## src/rtl/fp_div_seq.sv

```systemverilog
// Sequential FP32/FP16 divider z = x / y. It uses a restoring radix-2 mantissa loop
// that produces one quotient bit per cycle, and a single normalize/round/pack cycle.
module fp_div_seq #(
  parameter int GUARD_BITS = 2
) (
  input  logic        clk,
  input  logic        rst,
  input  logic        in_valid,
  output logic        in_ready,
  input  logic        mode,
  input  logic [31:0] x,
  input  logic [31:0] y,
  output logic        out_valid,
  input  logic        out_ready,
  output logic [31:0] z
);

  localparam int QW = 25 + GUARD_BITS;
  localparam logic [4:0] LAST32 = 5'(QW - 1);
  localparam logic [4:0] LAST16 = 5'(12 + GUARD_BITS - 1);

  typedef enum logic [1:0] {IDLE, DIV, NORM, DONE} state_t;
  state_t state, state_nx;

  logic              mode_r, sz_r, x_zero_r, y_zero_r;
  logic signed [9:0] e_r;
  logic [24:0]       rem_r;
  logic [23:0]       dv_r;
  logic [QW-1:0]     q_r;
  logic [4:0]        cnt_r;
  logic [31:0]       z_r;

  // A transfer happens on a rising edge where valid && ready. The producer holds its
  // data until then. The divider raises in_ready only in IDLE and raises out_valid
  // only in DONE, so accepting operands and delivering a result never share a cycle.
  assign in_ready  = (state == IDLE) && !rst;
  assign out_valid = (state == DONE) && !rst;
  assign z         = z_r;

  logic              sx, sy;
  logic [7:0]        ex, ey;
  logic [23:0]       mx, my;
  logic signed [9:0] bias, e_in;

  always_comb begin
    if (mode) begin
      sx = x[31];  sy = y[31];
      ex = x[30:23];  ey = y[30:23];
      mx = {1'b1, x[22:0]};  my = {1'b1, y[22:0]};
      bias = 10'sd127;
    end else begin
      sx = x[15];  sy = y[15];
      ex = {3'b000, x[14:10]};  ey = {3'b000, y[14:10]};
      mx = {13'd0, 1'b1, x[9:0]};  my = {13'd0, 1'b1, y[9:0]};
      bias = 10'sd15;
    end
    if (ex == 8'd0) mx = '0;
    if (ey == 8'd0) my = '0;
    e_in = $signed({2'b00, ex}) - $signed({2'b00, ey}) + bias;
  end

  logic        ge;
  logic [24:0] rem_sub;

  assign ge      = (rem_r >= {1'b0, dv_r});
  assign rem_sub = ge ? (rem_r - {1'b0, dv_r}) : rem_r;

  // FP16 quotients sit in the low 14 bits of q, so they are aligned to the FP32 layout first.
  logic [QW-1:0]     qa, qn;
  logic              norm_shift, rem_nz, lsb, g, r, st, up, carry32, carry16;
  logic [22:0]       frac32;
  logic [9:0]        frac16;
  logic signed [9:0] e_n, e_f;
  logic              is_inf, is_zero;
  logic [31:0]       z_nx;

  always_comb begin
    qa         = mode_r ? q_r : (q_r << (QW - 14));
    norm_shift = ~qa[QW-1];
    qn         = norm_shift ? (qa << 1) : qa;
    e_n        = e_r - (norm_shift ? 10'sd1 : 10'sd0);
    rem_nz     = |rem_r;
    if (mode_r) begin
      lsb = qn[3];   g = qn[2];   r = qn[1];   st = qn[0] | rem_nz;
    end else begin
      lsb = qn[16];  g = qn[15];  r = qn[14];  st = (|qn[13:0]) | rem_nz;
    end
    up      = g & (r | st | lsb);
    // An all-ones mantissa rounds up to 1.0. The fraction wraps to zero and the exponent steps up.
    frac32  = qn[25:3] + {22'd0, up};
    carry32 = up & (&qn[26:3]);
    frac16  = qn[25:16] + {9'd0, up};
    carry16 = up & (&qn[26:16]);
    e_f     = e_n + ((mode_r ? carry32 : carry16) ? 10'sd1 : 10'sd0);

    is_inf  = 1'b0;
    is_zero = 1'b0;
    if (y_zero_r)                                   is_inf  = 1'b1;
    else if (x_zero_r)                              is_zero = 1'b1;
    else if (e_f >= (mode_r ? 10'sd255 : 10'sd31))  is_inf  = 1'b1;
    else if (e_f <= 10'sd0)                         is_zero = 1'b1;

    if (mode_r)
      z_nx = is_inf  ? {sz_r, 8'hFF, 23'd0} :
             is_zero ? {sz_r, 31'd0} : {sz_r, e_f[7:0], frac32};
    else
      z_nx = {16'd0, is_inf  ? {sz_r, 5'h1F, 10'd0} :
                     is_zero ? {sz_r, 15'd0} : {sz_r, e_f[4:0], frac16}};
  end

  always_comb begin
    state_nx = state;
    case (state)
      IDLE:    if (in_valid) state_nx = DIV;
      DIV:     if (cnt_r == (mode_r ? LAST32 : LAST16)) state_nx = NORM;
      NORM:    state_nx = DONE;
      DONE:    if (out_ready) state_nx = IDLE;
      default: state_nx = IDLE;
    endcase
  end

  always_ff @(posedge clk) begin
    if (rst) begin
      state    <= IDLE;
      z_r      <= '0;
      cnt_r    <= '0;
      mode_r   <= 1'b0;
      sz_r     <= 1'b0;
      x_zero_r <= 1'b0;
      y_zero_r <= 1'b0;
      e_r      <= '0;
      rem_r    <= '0;
      dv_r     <= '0;
      q_r      <= '0;
    end else begin
      state <= state_nx;
      case (state)
        IDLE: if (in_valid) begin
          mode_r   <= mode;
          sz_r     <= sx ^ sy;
          x_zero_r <= (ex == 8'd0);
          y_zero_r <= (ey == 8'd0);
          e_r      <= e_in;
          rem_r    <= {1'b0, mx};
          dv_r     <= my;
          q_r      <= '0;
          cnt_r    <= '0;
        end
        DIV: begin
          q_r   <= {q_r[QW-2:0], ge};
          rem_r <= rem_sub << 1;
          cnt_r <= cnt_r + 5'd1;
        end
        NORM:    z_r <= z_nx;
        default: ;
      endcase
    end
  end

endmodule

```

## config.mk

```make
export PLATFORM = sky130hd
export DESIGN_NAME = fp_div_seq
export DESIGN_NICKNAME = d
export VERILOG_FILES = /design/src/rtl/fp_div_seq.sv
export SDC_FILE = /design/constraint.sdc
export NUM_CORES = 1
export LEC_CHECK = 0
export BUFFER_PORTS_ARGS = -buffer_cell sky130_fd_sc_hd__buf_2
export CAP_MARGIN = 20
export CORE_MARGIN = 10
export CORE_UTILIZATION = 66
export CTS_BUF_LIST = sky130_fd_sc_hd__clkbuf_8
export DETAILED_ROUTE_END_ITERATION = 8
export GPL_ROUTABILITY_DRIVEN = 0
export PLACE_DENSITY = 0.95
export SLEW_MARGIN = 20
export SYNTH_ARGS = -nofsm -noshare
export SYNTH_HDL_FRONTEND = slang
export SYNTH_SLANG_ARGS = --single-unit
```

## constraint.sdc

```tcl
create_clock -name clk -period 9.65 [get_ports clk]
set_input_delay 1.4475 -clock clk [delete_from_list [all_inputs] [get_ports clk]]
set_output_delay 1.4475 -clock clk [all_outputs]
set_load 0.1 [all_outputs]
```

==> summary.md <==
| Metric | Value |
|---|---|
| Yosys warning count | 0 |
| Via/cell ratio | 6.567 |
| Setup violators final | 0 |
| EDFF count, synth | 0 |
| Setup crit start kind | flip-flop |
| RSZ-0062 raised after global routing | no |
| Global Route Usage Sum | 26.00% |
| Port bufs | 102 |
| R2r startpoint | mode_r |
| Pins over their slew limit | 0 |
| Mapped Nets | 1322 |
| Setup Buffers After CTS | 0 |
| Number of global-route vias before repair | 8968 |
| Largest net degree at the start of global routing | 67 |
| Reg2Reg Setup Slack | 3.63 ns |
| Worst hold margin | 0.4498 ns |
| Worst Max-Slew Pin Slew | 1.025 ns |
| Top-count cell post-synth | nor2_1 |
| Mapped Area | 9274 µm² |
| Setup WS post-layout | 3.626 ns |
| Pre-CTS setup slack | 3.776 ns |
| Die area | 19190 µm² |
| Clock skew | 0.01051 ns |
| Half-perimeter wire length after placement | 18470 µm |
| Nets@finish | 1380 |
| Syn Area/Cell | 7.780 µm² |
| Placed Cells incl. Taps | 1411 |
| Worst-path cell chain | buf_4, clkinv_1, a2111oi_0, o21ai_0, nand2b_1, nor2_1, nand2_1, ha_1, inv_1, ha_1, inv_1, fa_1, nand2b_1, a2111o_1, o311ai_1, ha_1, o21ai_0, o211a_1, nand4_1, or2_1, o32ai_2 |
| Sequential fraction of the synthesis area | 27.85% |
| FP Rows | 43 |
| Arrival @ worst endpoint | 6.40 ns |
| Worst VDD drop | 0.0002287 V |
| Fin crit period | 6.024 ns |
| CP peak stage delay | 0.66 ns |
| Share of layout cells above drive strength 1 | 13.86% |
| Yosys top cell by area | dfxtp_1 |
| Leakage | 3.999 nW |
| Cell count after synthesis | 1192 |
| Crit path buf inv count | 4 |
| Worst r2r path cells | 21 |
| Antenna diode count | 0 |
| Yosys reg bits | 129 |
| Root Driver | clkbuf_8 |
| Clock latency on the worst-skew pair | 0.47 ns |
| Post-synth cell types | 81 |
| Reg clk slew, reported paths | 0.07 ns |
| Vias | 9476 |
| Worst setup path end | z[15] |
| Synth top area share | 27.85% |
| Fin. Hold Viols | 0 |
| Primary FF master, synth | dfxtp_1 |
| Critical R2R Capture | z[15] |
| H-tree depth | 4 |
| DRC Markers | 0 |
| TritonCTS clock tree | built |
| DR WL/cell | 17.99 µm |
| Final Non-Filler Cells | 1443 |
| Setup crit end kind | flip-flop |
| Worst EP required | 10.03 ns |
| Fraction of registers with async set/reset | 0% |
| Hold path depth | 2 |
| # clock sinks | 129 |
| Largest cells by area after synthesis | dfxtp_1 (28%), ha_1 (7.8%), nor2_1 (5.5%) |
| P&R area growth vs syn | 10.05% |
| Max cap viols | 0 |
| Final worst-path cycle share | 62.43% |
| Crit path max-delay family | compound AO/OA/AOI/OAI gates |
| Ports | 103 |
| DR iter-0 viols | 1063 |
| Max-slew headroom | 31.68% |
| Die Width | 138.5 µm |
| Fill count | 953 |
| Post-CTS sizing | 0 |
| Hold Path Class | flip-flop to flip-flop |
| Core box area | 13830 µm² |
| Overall Power | 0.003281 W |
| First-pass GRT wire length | 43050 µm |
| Crit path kind | flip-flop to flip-flop |
| Overflow after GRT | 0 |
| Crit path top cell by count | ha_1 |
| Antenna Nets Post-Route | 0 |
| DRT Wirelength | 25960 µm |
| Critical path depth | 21 |
| Pre-antenna DRT Iters | 6 |
| CTS Buf Count | 17 |
| CTS Hold Buffers Added | 0 |
| Pwr dens | 321.5 nW/µm² |
| TNS Setup | 0 ns |
| Starting Density | 67.07% |
| CTS Buffer Depth | 2 |
| Worst setup startpoint | mode_r |
| Outcome | completed |
| CP max stage cell | clkinv_1 |
| Fmax achieved | 166.0 MHz |
| Initial antenna violation count | 0 |
| Die Span Y | 138.5 µm |
| Post-synth top cells | nor2_1 (136), dfxtp_1 (129), nand2_1 (109), a21oi_1 (84), ha_1 (58) |
| Crit-path max FO | 54 |
[sequential cells by signal, indices dropped and copies added, names as in the netlist]
signal,flops
q_r,27
rem_r,25
e_r,10
z,32
cnt_r,5
dv_r,24
sz_r,1
mode_r,1
y_zero_r,1
x_zero_r,1
state,2
[metrics by stage]
stage	util [%]	area, µm²
final	73.81	10210
after global routing	73.81	10210
after CTS	73.81	10210
after detailed placement	70.72	9778
after global placement	70.72	9778
after floorplan	-	9274
[area by class of cell]
type	instances	area [µm²]	area share, %
multi-input combinational	936	6190	60.65
sequential	129	2584	25.32
timing repair buffer	109	565.5	5.541
clock buffer	17	234.0	2.293
tap	180	225.2	2.207
clock inverter	15	193.9	1.900
inverter	57	214.0	2.096
[cells in the final DEF (no fill, tap or decap), drive strengths merged, types with 21 or more instances in the layout]
cell | netlist | layout
mux2i | 37 | 37
ha | 58 | 58
a31oi | 21 | 21
nor2 | 136 | 136
a21oi | 85 | 85
o21ai | 55 | 55
buf | 18 | 109
xnor2 | 32 | 32
nand2 | 109 | 109
a22oi | 57 | 57
dfxtp | 129 | 129
a211oi | 22 | 22
nand3 | 38 | 38
xor2 | 27 | 27
inv | 55 | 56
[power breakdown]
part / internal [W] / switching (W)
clock network: 0.000279 / 0.000226
registers: 0.000627 / 0.0000912
logic: 0.000745 / 0.00131
[cell families after synthesis]
family          count (synthesis)  synth area share, %
compound gates                341                24.99
flops                         129                27.85
mux                            48                5.329
xor+xnor                       59                5.572
fa+ha+maj                      61                8.473
buf+inv                       127                5.451
simple gates                  427                22.34
[worst reg2reg max path, delay by kind of cell, from the launching register on]
kind / cells / cell delay, ns
and+or+nand+nor: 6 / 1.19
AOI/OAI and AO/OA: 7 / 2.07
DFF: 1 / 0.32
buffers and inverters: 4 / 1.21
adders and majority gates: 4 / 1.15
[worst min path at each step]
stage / from / endpoint / slack [ns]
2_1_floorplan: dv_r[10] / dv_r[10] / 0.43
3_3_place_gp: z[21] / z[21] / 0.43
3_5_place_dp: z[9] / z[9] / 0.44
4_1_cts: z[9] / z[9] / 0.45
5_1_grt: z[3] / z[3] / 0.47
6_report: z[9] / z[9] / 0.45
[routing by layer]
| metal | vias up | GRT usage, % | wire, µm |
|---|---|---|---|
| li1 | 4436 | - | - |
| met1 | 4397 | 31.95 | 10580 |
| met2 | 532 | 41.87 | 12070 |
| met3 | 111 | 6.233 | 2312 |
| met4 | 0 | 12.38 | 1000 |
| met5 | - | 0 | 0 |
Power figures use the tool's default switching activity.
